--- src/rtl/clk_en_sched_pkg.sv ---
// clk_en_sched_pkg: shared FSM encodings, default counter width and config record for clk_en_sched
package clk_en_sched_pkg;
  localparam int NCNTR_DEF = 8;
  typedef enum logic [2:0] {
    ST_IDLE = 3'b001,
    ST_RUN  = 3'b010,
    ST_SYNC = 3'b100
  } state_t;
  typedef struct packed {
    logic [NCNTR_DEF-1:0] period;
    logic [NCNTR_DEF-1:0] width;
    logic                 en;
  } cfg_t;
endpackage

--- src/rtl/clk_en_chan.sv ---
// clk_en_chan: one timebase channel with active/pending config, wrap counter and registered tick/win
module clk_en_chan
  import clk_en_sched_pkg::*;
#(
  parameter int NCntr = NCNTR_DEF
) (
  input  logic             clk,
  input  logic             rstn,
  input  logic             load_now,
  input  logic             sync_clr,
  input  logic             wr_pending,
  input  logic [NCntr-1:0] wr_period,
  input  logic [NCntr-1:0] wr_width,
  input  logic             wr_en,
  output logic             pending,
  output logic             wrap,
  output logic             en,
  output logic             en_next,
  output logic             tick,
  output logic             win
);
  logic [NCntr-1:0] period, width, cnt, pnd_period, pnd_width;
  logic             pnd_en;
  always_comb begin
    wrap    = en && cnt == period;
    en_next = load_now ? pnd_en : en;
  end
  always_ff @(posedge clk) begin
    if (!rstn) begin
      period     <= '0;
      width      <= '0;
      en         <= 1'b0;
      pnd_period <= '0;
      pnd_width  <= '0;
      pnd_en     <= 1'b0;
      pending    <= 1'b0;
      cnt        <= '0;
      tick       <= 1'b0;
      win        <= 1'b0;
    end else begin
      cnt     <= (sync_clr || load_now || !en || wrap) ? '0 : cnt + NCntr'(1);
      tick    <= en && cnt == '0;
      win     <= en && cnt < width;
      pending <= wr_pending || (pending && !load_now);
      if (load_now) begin
        period <= pnd_period;
        width  <= pnd_width;
        en     <= pnd_en;
      end
      if (wr_pending) begin
        pnd_period <= wr_period;
        pnd_width  <= wr_width;
        pnd_en     <= wr_en;
      end
    end
  end
endmodule

--- src/rtl/clk_en_sched.sv ---
// clk_en_sched: multi-channel clock-enable scheduler; config writes land on period wrap, sync_req re-phases all
module clk_en_sched
  import clk_en_sched_pkg::*;
#(
  parameter int NCH   = 4,
  parameter int NCntr = NCNTR_DEF
) (
  input  logic                               clk,
  input  logic                               rstn,
  input  logic                               cfg_valid,
  output logic                               cfg_ready,
  input  logic [$clog2(NCH > 1 ? NCH : 2)-1:0] cfg_ch,
  input  logic [NCntr-1:0]                   cfg_period,
  input  logic [NCntr-1:0]                   cfg_width,
  input  logic                               cfg_en,
  input  logic                               sync_req,
  output logic [NCH-1:0]                     tick,
  output logic [NCH-1:0]                     win,
  output logic                               busy
);
  state_t         state, state_next;
  logic [NCH-1:0] pending, wrap, en, en_next, load_now, wr_pending;
  logic           sync, fire;
  always_comb begin
    sync       = state == ST_SYNC;
    cfg_ready  = !(|pending) && !sync;
    busy       = sync || |pending;
    fire       = cfg_valid && cfg_ready;
    state_next = (sync_req && !sync) ? ST_SYNC : (|en_next ? ST_RUN : ST_IDLE);
  end
  always_ff @(posedge clk) begin
    if (!rstn) state <= ST_IDLE;
    else state <= state_next;
  end
  for (genvar i = 0; i < NCH; i++) begin : g_chan
    // Out-of-range channel numbers match no slot, so the write is handshaked and dropped.
    assign wr_pending[i] = fire && 32'(cfg_ch) == i;
    assign load_now[i]   = pending[i] && (sync || !en[i] || wrap[i]);
    clk_en_chan #(.NCntr(NCntr)) u_chan (
      .clk       (clk),
      .rstn      (rstn),
      .load_now  (load_now[i]),
      .sync_clr  (sync),
      .wr_pending(wr_pending[i]),
      .wr_period (cfg_period),
      .wr_width  (cfg_width),
      .wr_en     (cfg_en),
      .pending   (pending[i]),
      .wrap      (wrap[i]),
      .en        (en[i]),
      .en_next   (en_next[i]),
      .tick      (tick[i]),
      .win       (win[i])
    );
  end
endmodule

--- config.mk ---
export PLATFORM = sky130hd
export DESIGN_NAME = clk_en_sched
export DESIGN_NICKNAME = d
export VERILOG_FILES = /design/src/rtl/clk_en_sched_pkg.sv /design/src/rtl/clk_en_chan.sv /design/src/rtl/clk_en_sched.sv
export SDC_FILE = /design/constraint.sdc
export NUM_CORES = 1
export LEC_CHECK = 0
export ABC_AREA = 1
export CAP_MARGIN = 20
export CORE_MARGIN = 3
export CORE_UTILIZATION = 50
export DETAILED_ROUTE_END_ITERATION = 6
export PLACE_DENSITY_LB_ADDON = 0.25
export SLEW_MARGIN = 5
export SYNTH_ARGS = -nofsm -noshare
export SYNTH_HDL_FRONTEND = slang
export SYNTH_SLANG_ARGS = --single-unit
--- constraint.sdc ---
create_clock -name clk -period 1.9 [get_ports clk]
set_input_delay 0.475 -clock clk [delete_from_list [all_inputs] [get_ports clk]]
set_output_delay 0.475 -clock clk [all_outputs]
set_load 0.005 [all_outputs]
## After elaboration in Yosys (flattened, before gate mapping)

Cells that the tools add are included.

- Bits of input ports: 23
- Register bits: 183
- Output and inout bits: 10

- Bitwise logic cells: 1
- Mux-type cells: 6
- Magnitude comparators: 4
- Add/subtract/negate cells: 4
- Equal/unequal tests: 8
- Reduce and logical (&&, ||, !) cells: 74

Operators by type and width:

| kind | number |
|---|---|
| adder 8 x 1 -> 8 bit (second input constant) | 4 |
| == test 8 bit | 4 |
| logical NOT 8 bit | 4 |
| less-than comparator 8 bit | 4 |
| logical AND 1 bit | 27 |
| logical OR 1 bit | 25 |
| logical NOT 1 bit | 10 |
| OR reduction 2 bit | 5 |
| OR reduction 4 bit | 2 |
| == test 2 bit (second input constant) | 2 |
| 2-to-1 mux 1 bit | 4 |
| == test 3 bit (second input constant) | 1 |
| 2-to-1 mux 3 bit | 1 |
| == test 2 x 1 -> 1 bit (second input constant) | 1 |
| logical NOT 2 bit | 1 |
| 2-to-1 mux 2 bit | 1 |
| NOT 1 bit | 1 |

## Depth between registers and ports, before layout

Gate-level depths: netlist (run 1).

- Word-level depth: 8
- Gate-level depth with buffers: 13
- Gate-level depth less buffers: 13

## Hierarchy

A second synthesis (run 1) with hierarchy kept.

- Cell total of the unflattened synthesis: 1075
- Area, all modules: 7963.9 um^2

By module, submodules not included:

| module | cells each | seq. area each (um^2) | area an instance (um^2) | times used |
|---|---|---|---|---|
| clk_en_chan at g_chan[0].u_chan ... | 254 | 900.9 | 1914.3 | 3 |
| clk_en_chan at g_chan[1].u_chan | 269 | 900.9 | 1973.1 | 1 |
| clk_en_sched | 44 | 60.1 | 247.7 | 1 |

## Worst setup path before layout (run 1)

No wires, ideal clock.

- Path kind: input to register
- Start point: in rstn
- End point: reg g_chan[0].u_chan.tick
- Cell stages on the path: 4
- Setup time: 92 ps
- Path buffers: 1
- Setup slack: 495 ps
- Arrival time: 1313 ps
- Cells stage by stage: clkbuf_1 nand2_1 or4_1 nor4_1

RTL lines:

| item | RTL line | text |
|---|---|---|
| start: declaration | clk_en_sched.sv:9 | `input logic rstn,` |
| end signal: assignment | clk_en_chan.sv:38 | `tick <= 1'b0;` |
| end signal: assignment | clk_en_chan.sv:42 | `tick <= en && cnt == '0;` |
| end: declaration | clk_en_chan.sv:19 | `output logic tick,` |

## Final worst setup path (run 1)

- Start point: reg state[0]
- End point: out busy

- Cells in the longest elaborated chain, start to end: 2

Ends and longest elaborated chain:

| item | RTL line | text |
|---|---|---|
| start: declaration | clk_en_sched.sv:21 | `state_t state, state_next;` |
| start signal: assignment | clk_en_sched.sv:33 | `else state <= state_next;` |
| == test 3 bit | clk_en_sched.sv:25 | `sync = state == ST_SYNC;` |
| logical OR 1 bit | clk_en_sched.sv:27 | `busy = sync \|\| \|pending;` |
| end: declaration | clk_en_sched.sv:19 | `output logic busy` |

Every way passes these cells.

==> results of run 1 <==
-- how the worst max path moves through the flow --
stage                                    endpoint  depth (start not counted)  slack [ns]
floorplan                   g_chan[0].u_chan.tick                          4        0.49
global placement    g_chan[3].u_chan.pnd_width[3]                          7        0.08
detailed placement  g_chan[3].u_chan.pnd_width[4]                          7        0.04
CTS                                          busy                          6        0.02
global route                                 busy                          6       -0.02
finish                                       busy                          7        0.06
-- power groups by stage --
stage               Clock [mW]  Sequential [mW]  Combinational, mW
floorplan                    0             4.11              0.433
global placement             0             4.12              0.617
detailed placement           0             4.12              0.630
CTS                       3.89             4.04              0.642
global route              4.04             4.05              0.714
finish                    3.83             4.04              0.639
-- registers in the layout, indices dropped and copies added, names as in the netlist --
name                      count
g_chan.u_chan.cnt            32
state                         3
g_chan.u_chan.pnd_period     32
g_chan.u_chan.period         32
g_chan.u_chan.width          32
g_chan.u_chan.tick            4
g_chan.u_chan.win             4
g_chan.u_chan.pnd_en          4
g_chan.u_chan.pnd_width      32
g_chan.u_chan.en              4
g_chan.u_chan.pending         4
-- layout make-up --
cell class | instances | area share
Sequential cell | 183 | 0.409
Timing Repair Buffer | 52 | 0.0589
Clock inverter | 9 | 0.0192
Multi-Input combinational cell | 566 | 0.365
Clock buffer | 22 | 0.0517
Inverter | 159 | 0.0671
Tap cell | 211 | 0.0294
-- worst max-delay path, stage by stage (launching register included) --
cell and delay (ns):
dfxtp_1 0.30, nor2_1 0.10, nand2_1 0.10, inv_2 0.11, nor2_4 0.06, buf_6 0.11
inv_4 0.06, buf_2 0.11
-- layout by cell type, fill, tap and decap left out, types with 4 or more instances in the layout --
cell type,netlist,final
dfxtp_1,183,180
inv_1,147,145
a21oi_1,140,140
nand2_1,90,90
o21ai_0,79,79
o21ai_1,53,53
nor2_1,46,46
ha_1,36,36
clkdlybuf4s50_1,0,29
xnor2_1,27,27
clkbuf_16,0,17
buf_4,11,15
nand3_1,13,13
nor3_1,13,13
inv_2,11,12
nor3b_1,10,10
xor2_1,6,6
a31oi_1,6,6
bufinv_16,0,5
buf_12,0,5
nand3_4,4,4
nand4_1,4,4
a21boi_0,4,4
o211ai_1,4,4
a21o_1,4,4
o21a_1,4,4
o22ai_1,4,4
-- repair_timing --
item	CTS	global route
hold buffers	0	0
pin swaps	2	3
buffers inserted	2	0
gates resized for setup	13	1
setup endpoints to repair	2	6
-- routing by layer --
layer	vias to the layer above	global-route usage	share of wire
met3	21	0.0456	0.035
met4	0	0.0624	0.018
li1	3161	-	-
met2	85	0.311	0.47
met5	-	0	0
met1	2714	0.263	0.48
-- cells by family after synthesis --
family          count (synthesis)
compound gates                303
buf+inv                       205
simple gates                  194
flops                         183
fa+ha+maj                      36
xor+xnor                       33
==> qor.txt, run 1 <==
Outcome: complete, no violations
Diodes inserted: 0
GR Overflow Total: 0
Die Y: 131 µm
Fill cell count: 1398
Synth Area in Compound Gates: 0.202
Synth Area in Adders: 0.0573
RR Endpoint: g_chan[1].u_chan.period[0]
Vias per cell: 4.98
Synthesized Nets: 1013
Synth async-reset ratio: 0
Worst Hold End: g_chan[0].u_chan.pnd_en
Row count: 45
Die area: 17300 µm²
DP Cell Count: 1169
Critical R2R Launch: state[0]
Critical Path RT: 1.42 ns
Post-synth cell types: 39
Drt wl/cell: 13.9 µm
DP HPWL: 11500 µm
Reg area: 3670 µm²
Switching share of power: 0.221
Slew Limit Fails: 0
Largest cells by area after synthesis: dfxtp_1 47%, a21oi_1 8.9%, inv_1 7.0%, ha_1 5.7%, o21ai_0 5.0%
GPL Wtd Cong: 0.748
Clk_lat worst skew: 0.43 ns
Wirelength, routed: 16700 µm
Synth cell count leaders: 183 x dfxtp_1, 147 x inv_1, 140 x a21oi_1
Critical Path End Type: primary output
Clock root buffer: clkbuf_16
Worst R2R Setup Slack: 0.24 ns
Synth Warn #: 0
Pwr dens: 948 nW/µm²
Simple-Gate Fraction of Synth Area: 0.119
Largest net degree at the start of global routing: 77
Xor and xnor area share after synthesis: 0.0368
Vias in the first global route: 5358
RSZ-0062 raised after global routing: true
1st-iter DRT viols: 463
Final worst slack: 0.0572 ns
Pint: 6.62 mW
VDD IR-drop max: 0.758 mV
Final Util: 0.586
HP Class: input pin to flop
Starting density of the core: 0.513
Final Hold Fails: 0
Synth Register Bits: 183
Combinational fraction of design power: 0.075
Top-count cell post-synth: dfxtp_1
Core region area: 15300 µm²
Total number of vias: 5981
Nets: 1038
Pre-Repair DR Iteration Count: 5
Ys flop type: dfxtp_1
Synth Instances: 954
Num CTS Buffers: 17
Synth top area share: 0.466
Fraction of layout cells with a size suffix above 1: 0.0827
Mean Syn Cell Area: 8.23 µm²
Cell taking the most area after synthesis: dfxtp_1
Clk network pwr share: 0.450
Endpoints failing setup: 0
Crit-path max FO: 2
Setup TNS: 0 ns
Critical Path AT: 1.37 ns
Mux cell area share after synthesis: 0
Sw Pwr: 1.88 mW
P_leak: 3.53 nW
Period utilization: 0.970
Clk buf depth: 2
Worst hold slack: 0.357 ns
Design Area, Final: 8970 µm²
CTS tree: built
Worst rel slew slack: 0.720
# H-tree levels: 4
Area of the multi-input gates: 3270 µm²
CP Launch Type: flop
Place WS: 0.0431 ns
Clock Skews: 0.00744 ns
Hold Path Origin: rstn
Antenna viol nets, final: 0
Syn-to-layout area delta: 14.2%
DR DRC count: 0
Chip Width: 131 µm
WS Path Type: flop to primary output
Main combinational cell family by area after synthesis: compound AO/OA/AOI/OAI gates
Post-Layout Cell Count: 1202
IO buf count: 32
First-pass GRT wire length: 26900 µm
Total power: 8.50 mW
EDFF count, synth: 0
Reg clk slew, reported paths: 0.06 ns
R2R depth: 10
Clk sinks: 183
Sequential-to-total area share from yosys stat: 0.466
Sequential share of power: 0.475
Worst Setup SP: state[0]
Fmax: 543 MHz
Initial antenna violation count: 0
Tmin final: 1.84 ns
MaxCap Viol Count: 0
Hold Crit Depth: 3
Total GRT Usage: 0.195
Synthesized area: 7860 µm²
Tightest Pin Transition: 0.410 ns
Io pins: 33
Area of placed instances: 8300 µm²
Note: power is estimated with default switching activity, not from simulation.
==> inputs of run 2 (changes only) <==
--- a/config.mk
+++ b/config.mk
@@ -11,7 +11,7 @@
 export CORE_UTILIZATION = 50
 export DETAILED_ROUTE_END_ITERATION = 6
 export PLACE_DENSITY_LB_ADDON = 0.25
-export SLEW_MARGIN = 5
 export SYNTH_ARGS = -nofsm -noshare
 export SYNTH_HDL_FRONTEND = slang
 export SYNTH_SLANG_ARGS = --single-unit
+export TNS_END_PERCENT = 30
==> results of run 2 <==
Final layout, timing and power as in run 1 (identical DEF).
==> RTL edit: new RTL, config.mk and constraints of run 2 <==
Re-encode `state_t` (3 states) as binary, 2 bits wide.
--- a/src/rtl/clk_en_sched_pkg.sv
+++ b/src/rtl/clk_en_sched_pkg.sv
@@ -2,8 +2,8 @@
 package clk_en_sched_pkg;
   localparam int NCNTR_DEF = 8;
-  typedef enum logic [2:0] {
-    ST_IDLE = 3'b001,
-    ST_RUN  = 3'b010,
-    ST_SYNC = 3'b100
+  typedef enum logic [1:0] {
+    ST_IDLE = 2'd0,
+    ST_RUN  = 2'd1,
+    ST_SYNC = 2'd2
   } state_t;
   typedef struct packed {
Formal check against the unedited RTL: no difference found for any inputs over 4 cycles, from zero or initial values and one cycle with rstn low; so few cycles prove little.
==> RTL edit against run 2 <==
Sequential share of layout area fell by 0.81 points. Utilization is 1.1 points higher. Sequential cell count is 1 lower. Setup slack better by 0.031 ns. Routed wire length is 0.87% higher. Final area increased by 1.5%. Total power decreased by 5.1%. Hold slack better by 0.099 ns. Synthesized area shrank 0.53%. Highest routed layer unchanged.
==> RTL edit: results (changes against run 2) <==
| Metric | Value |
|---|---|
| M1 WL | `8290 um (+3.4%)` |
| Area fraction in compound gates after synthesis | `19.3% (-0.87 points)` |
| Post-synthesis cell type count | `42 (+7.7%)` |
| Leakage power total | `3.72 nW (+5.6%)` |
| Clock network power share | `42.6% (-2.4 points)` |
| Fraction of layout instances using a drive strength above 1 | `12.5% (+4.2 points)` |
| Share of the synthesized netlist area taken by xor and xnor gates | `3.70% (+0.019 points)` |
| Delay-heaviest family, CP | `flip-flops` |
| First-iteration detailed-routing DRC count | `366 (-21%)` |
| Area after DPL | `8430 um2 (+1.5%)` |
| Met3 wire len | `572 um (-2.2%)` |
| Pin count of the biggest net entering global routing | `72 (-6.5%)` |
| Vias after detailed routing | `6079 (+1.6%)` |
| Post-synthesis adder-cell area fraction | `5.76% (+0.030 points)` |
| Transition at the pin with the smallest max-transition slack | `0.430 ns (+0.0199 ns)` |
| Cts repair resizes | `14 (+1)` |
| Post-Synthesis Net Count | `1004 (-0.89%)` |
| Post-detailed-placement half-perimeter wirelength | `11800 um (+3.1%)` |
| Overall power of the completed layout | `8.07 mW (-5.1%)` |
| Internal | `6.10 mW (-8.0%)` |
| Wire length of the first global-routing pass | `27600 um (+2.5%)` |
| Largest stage delay, worst path | `0.33 ns (+0.03 ns)` |
| Met2 Use GR | `32.4% (+1.3 points)` |
| Share of the yosys chip area belonging to registers | `46.6% (about the same)` |
| Gate count after technology mapping | `945 (-0.94%)` |
| Result of the run | `finished clean` |
| Hold/Removal Path Class | `register to register` |
| Met3 usage | `4.07% (-0.49 points)` |
| Number of stages on the worst hold path | `2 (-1)` |
| Ranking of synthesized cells by area | `dfxtp_1 (47%), a21oi_1 (6.1%), ha_1 (5.8%)` |
| Number of optimization iterations in the first detailed-route pass | `4 (-1)` |
| Met2 wire length | `7750 um (-1.0%)` |
| Clock tree skew after final layout | `0.00824 ns (+0.000806 ns)` |
| Worst Setup Slack post-DPL | `0.0174 ns (-0.0258 ns)` |
[RTL edit: changes by cell type after synthesis, sizes merged, moves of 7 or more]
cell	delta
a211oi	+18
nor2	+58
nor3	-7
inv	-34
a21oi	-34
o21ai	-12
[RTL edit: worst min-delay path, cell delays in order, from the launching register on]
cell	delay, ns
dfxtp_1	0.30
inv_1	0.06
a21oi_1	0.06
[RTL edit: area by class of cell]
cell class	instances	area, um2
Multi-Input combinational cell	590	3420
Fill cell	1366	6150
Clock buffer	20	457
Clock inverter	12	116
Inverter	127	488
Tap cell	211	264
Sequential cell	182	3650
Timing Repair Buffer	77	714
[RTL edit: path summary, 6_finish.rpt]
path	startpoint	end	slack, ns
worst max-delay path	g_chan[0].u_chan.pending	busy	0.09
worst min-delay path	g_chan[1].u_chan.width[1]	g_chan[1].u_chan.width[1]	0.46
worst max register to register	g_chan[0].u_chan.pending	g_chan[0].u_chan.pnd_period[4]	0.18
worst min register to register	g_chan[1].u_chan.width[1]	g_chan[1].u_chan.width[1]	0.46
